<file path="src/rtl/delay_cfg_sequencer_pkg.sv">
// Shared types and constants for the delay configuration sequencer:
// FSM states, word field positions and parameter defaults.
package delay_cfg_sequencer_pkg;

  typedef enum logic [2:0] {
    IDLE,
    SELECT,
    SEND,
    WAIT_ACK,
    WAIT_IDLE,
    DONE
  } state_t;

  localparam logic [31:0] HEADER_DFLT      = 32'h02002000;
  localparam int          ACK_TIMEOUT_DFLT = 16;

  localparam int NUM_PORTS = 4;
  localparam int ID_MSB    = 31;
  localparam int ID_LSB    = 28;
  localparam int PORT_MSB  = 27;
  localparam int PORT_LSB  = 24;
  localparam int DLY_MSB   = 23;
  localparam int DLY_LSB   = 0;

  localparam logic [2:0] SENT_MAX = 3'd4;

endpackage

</file>
<file path="src/rtl/delay_cfg_word_pack.sv">
// Builds one 64-bit UART configuration word: header, AWG id, port index, delay.
module delay_cfg_word_pack
  import delay_cfg_sequencer_pkg::*;
#(
  parameter logic [31:0] HEADER = HEADER_DFLT
) (
  input  logic [3:0]  i_awg_id,
  input  logic [1:0]  i_port_idx,
  input  logic [23:0] i_delay,
  output logic [63:0] o_word
);

  always_comb begin
    o_word                    = '0;
    o_word[63:32]             = HEADER;
    o_word[ID_MSB:ID_LSB]     = i_awg_id;
    o_word[PORT_MSB:PORT_LSB] = {2'b00, i_port_idx};
    o_word[DLY_MSB:DLY_LSB]   = i_delay;
  end

endmodule

</file>
<file path="src/rtl/delay_cfg_sequencer.sv">
// Sends one batch of per-port delay words to a UART TX, lowest port first,
// with a handshake on I_tx_ready and an ACK timeout that aborts the batch.
module delay_cfg_sequencer
  import delay_cfg_sequencer_pkg::*;
#(
  parameter logic [31:0] HEADER      = HEADER_DFLT,
  parameter int          ACK_TIMEOUT = ACK_TIMEOUT_DFLT
) (
  input  logic        I_clk_10M,
  input  logic        I_rst,
  input  logic        I_start,
  input  logic [3:0]  I_awg_id,
  input  logic [3:0]  I_port_mask,
  input  logic [23:0] I_delay0,
  input  logic [23:0] I_delay1,
  input  logic [23:0] I_delay2,
  input  logic [23:0] I_delay3,
  input  logic        I_tx_ready,
  output logic [63:0] O_data,
  output logic        O_data_valid,
  output logic        O_busy,
  output logic        O_done,
  output logic        O_error,
  output logic [2:0]  O_sent_cnt
);

  localparam int TMR_W = $clog2(ACK_TIMEOUT + 1);

  state_t                r_state;
  logic [3:0]            r_awg_id;
  logic [3:0][23:0]      r_delay;
  logic [3:0]            r_mask;
  logic [3:0]            r_sent;
  logic [TMR_W-1:0]      r_timer;
  logic [63:0]           r_data;
  logic                  r_valid;
  logic                  r_busy;
  logic                  r_done;
  logic                  r_error;
  logic [2:0]            r_sent_cnt;

  logic                  w_accept;
  logic [3:0]            w_pending;
  logic                  w_any;
  logic [1:0]            w_idx;
  logic [63:0]           w_word;

  assign w_accept  = (r_state == IDLE) && I_start && !I_rst;
  assign w_pending = r_mask & ~r_sent;

  // Descending scan so the lowest pending index wins.
  always_comb begin
    w_any = 1'b0;
    w_idx = 2'd0;
    for (int p = NUM_PORTS - 1; p >= 0; p--) begin
      if (w_pending[p]) begin
        w_any = 1'b1;
        w_idx = 2'(p);
      end
    end
  end

  delay_cfg_word_pack #(
    .HEADER (HEADER)
  ) u_word_pack (
    .i_awg_id   (r_awg_id),
    .i_port_idx (w_idx),
    .i_delay    (r_delay[w_idx]),
    .o_word     (w_word)
  );

  // Batch payload is captured only when a start is accepted; no reset needed.
  always_ff @(posedge I_clk_10M) begin
    if (w_accept) begin
      r_awg_id <= I_awg_id;
      r_delay  <= {I_delay3, I_delay2, I_delay1, I_delay0};
    end
  end

  always_ff @(posedge I_clk_10M) begin
    if (I_rst) begin
      r_state    <= IDLE;
      r_mask     <= '0;
      r_sent     <= '0;
      r_timer    <= '0;
      r_data     <= '0;
      r_valid    <= 1'b0;
      r_busy     <= 1'b0;
      r_done     <= 1'b0;
      r_error    <= 1'b0;
      r_sent_cnt <= '0;
    end else begin
      r_valid <= 1'b0;
      r_done  <= 1'b0;
      case (r_state)
        IDLE: begin
          if (I_start) begin
            r_mask     <= I_port_mask;
            r_sent     <= '0;
            r_error    <= 1'b0;
            r_sent_cnt <= '0;
            r_busy     <= 1'b1;
            r_state    <= SELECT;
          end
        end
        SELECT: begin
          if (w_any) begin
            r_data        <= w_word;
            r_sent[w_idx] <= 1'b1;
            r_state       <= SEND;
          end else begin
            r_state <= DONE;
          end
        end
        SEND: begin
          if (I_tx_ready) begin
            r_valid <= 1'b1;
            r_timer <= '0;
            r_state <= WAIT_ACK;
          end
        end
        WAIT_ACK: begin
          if (!I_tx_ready) begin
            r_state <= WAIT_IDLE;
          end else if (r_timer == TMR_W'(ACK_TIMEOUT)) begin
            r_error <= 1'b1;
            r_state <= DONE;
          end else begin
            r_timer <= r_timer + TMR_W'(1);
          end
        end
        WAIT_IDLE: begin
          if (I_tx_ready) begin
            if (r_sent_cnt < SENT_MAX) r_sent_cnt <= r_sent_cnt + 3'd1;
            r_state <= SELECT;
          end
        end
        DONE: begin
          r_done  <= 1'b1;
          r_busy  <= 1'b0;
          r_state <= IDLE;
        end
        default: r_state <= IDLE;
      endcase
    end
  end

  assign O_data       = r_data;
  assign O_data_valid = r_valid;
  assign O_busy       = r_busy;
  assign O_done       = r_done;
  assign O_error      = r_error;
  assign O_sent_cnt   = r_sent_cnt;

endmodule
</file>
<file path="config.mk">
export PLATFORM = sky130hd
export DESIGN_NAME = delay_cfg_sequencer
export DESIGN_NICKNAME = d
export VERILOG_FILES = /design/src/rtl/delay_cfg_sequencer_pkg.sv /design/src/rtl/delay_cfg_word_pack.sv /design/src/rtl/delay_cfg_sequencer.sv
export SDC_FILE = /design/constraint.sdc
export NUM_CORES = 1
export LEC_CHECK = 0
export CORE_ASPECT_RATIO = 0.8
export CORE_MARGIN = 1.5
export CORE_UTILIZATION = 35
export CTS_BUF_LIST = sky130_fd_sc_hd__clkbuf_2 sky130_fd_sc_hd__clkbuf_4 sky130_fd_sc_hd__clkbuf_8
export DETAILED_ROUTE_END_ITERATION = 8
export GPL_ROUTABILITY_DRIVEN = 1
export GPL_TIMING_DRIVEN = 1
export PLACE_DENSITY = 0.67
export SLEW_MARGIN = 10
export SYNTH_ARGS = -nofsm -noshare
export SYNTH_HDL_FRONTEND = slang
export SYNTH_SLANG_ARGS = --single-unit
</file>
<file path="constraint.sdc">
create_clock -name I_clk_10M -period 8 [get_ports I_clk_10M]
set_clock_uncertainty 0.05 [all_clocks]
set_input_delay 0.8 -clock I_clk_10M [delete_from_list [all_inputs] [get_ports I_clk_10M]]
set_output_delay 0.8 -clock I_clk_10M [all_outputs]
set_load 0.02 [all_outputs]
</file>
==> summary.md <==
| Metric | Value |
|---|---|
| Status | finished clean |
| Leak pwr | 2.87 nW |
| Post-DP HPWL | 9.93 mm |
| Max-cap viol count | 0 |
| Final setup fails | 0 |
| WP data required | 8320 ps |
| Family with the most delay on the worst path | simple AND/OR/NAND/NOR gates |
| Final Cell Area | about 8000 sq um |
| Core ar. | ~17,000 sq um |
| FF+latch count, synth | 154 |
| DR pass1 iterations | 5 |
| Placed Area | between 7000 and 8000 sq um |
| Initial antenna violation count | 0 |
| Post CTS Setup Buffer Count | 0 |
| Die ar. | between 15,000 and 20,000 sq um |
| Starting density of the core | 0.361 |
| Most common cell after layout, fill and taps aside | clkdlybuf4s50_1 |
| First-pass GRT wire length | roughly 23 mm |
| Crit-path max cell delay | a little over 800 ps |
| Worst r2r src | r_state[0] |
| Prevailing post-synth register cell | edfxtp_1 |
| Detailed-route DRC error count | 0 |
| Setup Slack @ Placement | between 4000 and 5000 ps |
| Setup_tns | 0 ps |
| Fraction of layout cells with a size suffix above 1 | 0.0723 |
| Area grow syn2layout | 33.3% |
| IO Count | between 150 and 200 |
| Largest fanout on the critical path | 26 |
| Worst skew pair latency | about 450 ps |
| Mapped Cells | 495 |
| CTS buffer count | 17 |
| Data arrival time of the critical path | around 3600 ps |
| Avg Vias per Cell | around 5.0 |
| H-tree levels | 4 |
| Relative slew slack | 0.197 |
| Total track usage | 0.173 |
| Setup crit end kind | register |
| Most frequent cells in the layout | 145 x clkdlybuf4s50_1, 100 x edfxtp_1, 74 x nand2_1 |
| Async SR Flop Fraction | 0 |
| Port Buf Inserts | roughly 150 |
| Fin. Hold Viols | 0 |
| Synthesized area per cell | roughly 12 sq um |
| CP startpoint kind | register |
| Vert. Die Dim | around 120 um |
| Post-synth EDFFs | 100 |
| DIE WIDTH | approximately 150 um |
| Synth unique cells | between 40 and 50 |
| Vias in the first global route | between 4,000 and 5,000 |
| Clock Sinks | between 150 and 200 |
| Nets | around 750 |
| Hold depth | 2 |
| Largest net degree at the start of global routing | between 50 and 60 |
| Hold Path Sink | O_data[31] |
| Peak supply drop | around 140 uV |
| Antenna Cells | 0 |
| Pwr Density | approximately 280 nW/um^2 |
| Post-Route WL | approximately 15 mm |
| ANT nets after route | 0 |
| Mapped cell area | 6010 sq um |
| Routed len/inst | 17.1 um |
| Worst Slack Setup Final | around 4700 ps |
| TritonCTS clock tree | built |
| Vias after detailed routing | about 4,400 |
| Fin util | 0.481 |
| CTS clk-pin slew, worst paths | 80 ps |
| CP Depth | 5 |
| Final Max Tran Viols | 0 |
| Sequential area share after synthesis | 0.679 |
| WHS | approximately 420 ps |
| Syn. warnings | 0 |
| Rows | 42 |
| Slowest-stage cell, CP | dfxtp_1 |
| Initial DRC Count | 280 |
| Setup CP Type | register to register |
| Min-Delay Startpoint | O_data[31] |
| GPL Wtd Cong | between 0.8 and 0.9 |
| Fin crit period | ~3300 ps |
| Post-CTS sizing | 0 |
| Hold_buf cts | 0 |
| FF-to-FF End | O_data[16] |
| Period utilization | 0.409 |
| RSZ-0062 raised after global routing | no |
| R2R setup slack | roughly 4700 ps |
| Fmax | between 300 and 400 MHz |
| Buf/Inv on CP | 1 |
| Worst R2R Path Depth | 5 |
| Worst-Margin Slew | 1200 ps |
| CTS Root Cell | clkbuf_8 |
| Clk buf depth | 2 |
| GR Overflow Total | 0 |
| CP Cell Sequence | nand2_1 > nor2_2 > buf_4 > o21bai_1 > a41oi_1 |
| Worst hold path type | register to register |
-- synthesized netlist by cell type, drive strengths merged, types with 2 or more instances --
| cell type | n | area, sq um |
|---|---|---|
| a41oi | 24 | 210 |
| nor2 | 26 | 100 |
| nand2 | 74 | 278 |
| edfxtp | 100 | 3000 |
| dfxtp | 54 | 1080 |
| a21oi | 41 | 205 |
| o21bai | 23 | 173 |
| clkbuf | 22 | 83.8 |
| ha | 3 | 37.5 |
| o21ai | 30 | 150 |
| nor3 | 4 | 25.0 |
| nand3 | 2 | 10.0 |
| nor3b | 3 | 22.5 |
| nor2b | 5 | 31.3 |
| nand4 | 3 | 18.8 |
| buf | 38 | 272 |
| inv | 5 | 18.8 |
| nand3b | 3 | 22.5 |
| nand2b | 8 | 50.1 |
| xor2 | 3 | 26.3 |
| a22oi | 6 | 45.0 |
-- sequential cells by signal, indices dropped and copies added, names as in the netlist --
name / cells
r_state: 3
r_awg_id: 4
O_data: 31
O_data_valid: 1
O_error: 1
r_mask: 4
r_delay: 96
O_sent_cnt: 3
r_timer: 5
O_busy: 1
O_done: 1
r_sent: 4
-- cell type report --
type	count	area [sq um]
clock inverters	14	196
well taps	220	275
fillers	1470	8650
flip-flops and latches	154	4080
inverters	5	18.8
repair buffers	152	1500
clock buffers	18	241
multi-input cells	307	1690
-- cell families (layout without fill, tap and decap cells) --
family                   after synthesis  count (layout)  share of synthesized area
buffers and inverters                 65             189                     0.0622
adder cells (fa/ha/maj)                3               3                    0.00625
XOR/XNOR                               3               3                    0.00437
other                                  1              32                   0.000624
flip-flops                           154             154                      0.679
AND/OR/NAND/NOR                      135             135                      0.103
AO/OA/AOI/OAI                        134             134                      0.144
-- through the flow --
step | std cells | power [mW]
floorplan | 526 | 1.40
global placement | 838 | 1.63
detailed placement | 838 | 1.65
CTS | 870 | 2.29
global route | 870 | 2.39
finish | 870 | 2.27
-- where the power goes --
part	switching (mW)	internal, mW	total (mW)	leakage [nW]
registers	0.0681	0.977	1.04	1.36
logic	0.358	0.226	0.584	1.29
clock network	0.296	0.344	0.640	0.213
total	0.722	1.55	2.27	2.87
-- worst max path at each step --
| stage | from | end | slack (ps) |
|---|---|---|---|
| 4_1_cts | r_state[0] | O_data[23] | 4660 |
| 5_1_grt | r_state[0] | O_data[23] | 4400 |
| 2_1_floorplan | I_start | r_awg_id[0] | 1990 |
| 6_report | r_state[0] | O_data[16] | 4730 |
| 3_5_place_dp | r_state[0] | O_data[23] | 4650 |
| 3_3_place_gp | r_state[0] | O_data[23] | 4890 |
-- metal layers --
| layer | track usage | wire, um | up-vias |
|---|---|---|---|
| met5 | 0 | 0 | - |
| met4 | 0.0780 | 346 | 0 |
| met3 | 0.0581 | 1480 | 39 |
| met2 | 0.259 | 6550 | 258 |
| met1 | 0.227 | 6470 | 2052 |
| li1 | - | - | 2028 |
-- worst min-delay path: stages (launching register included) --
cell and delay [ps]:
dfxtp_1 320, nand2_1 50, a21oi_1 60
Power figures use the tool's default switching activity.
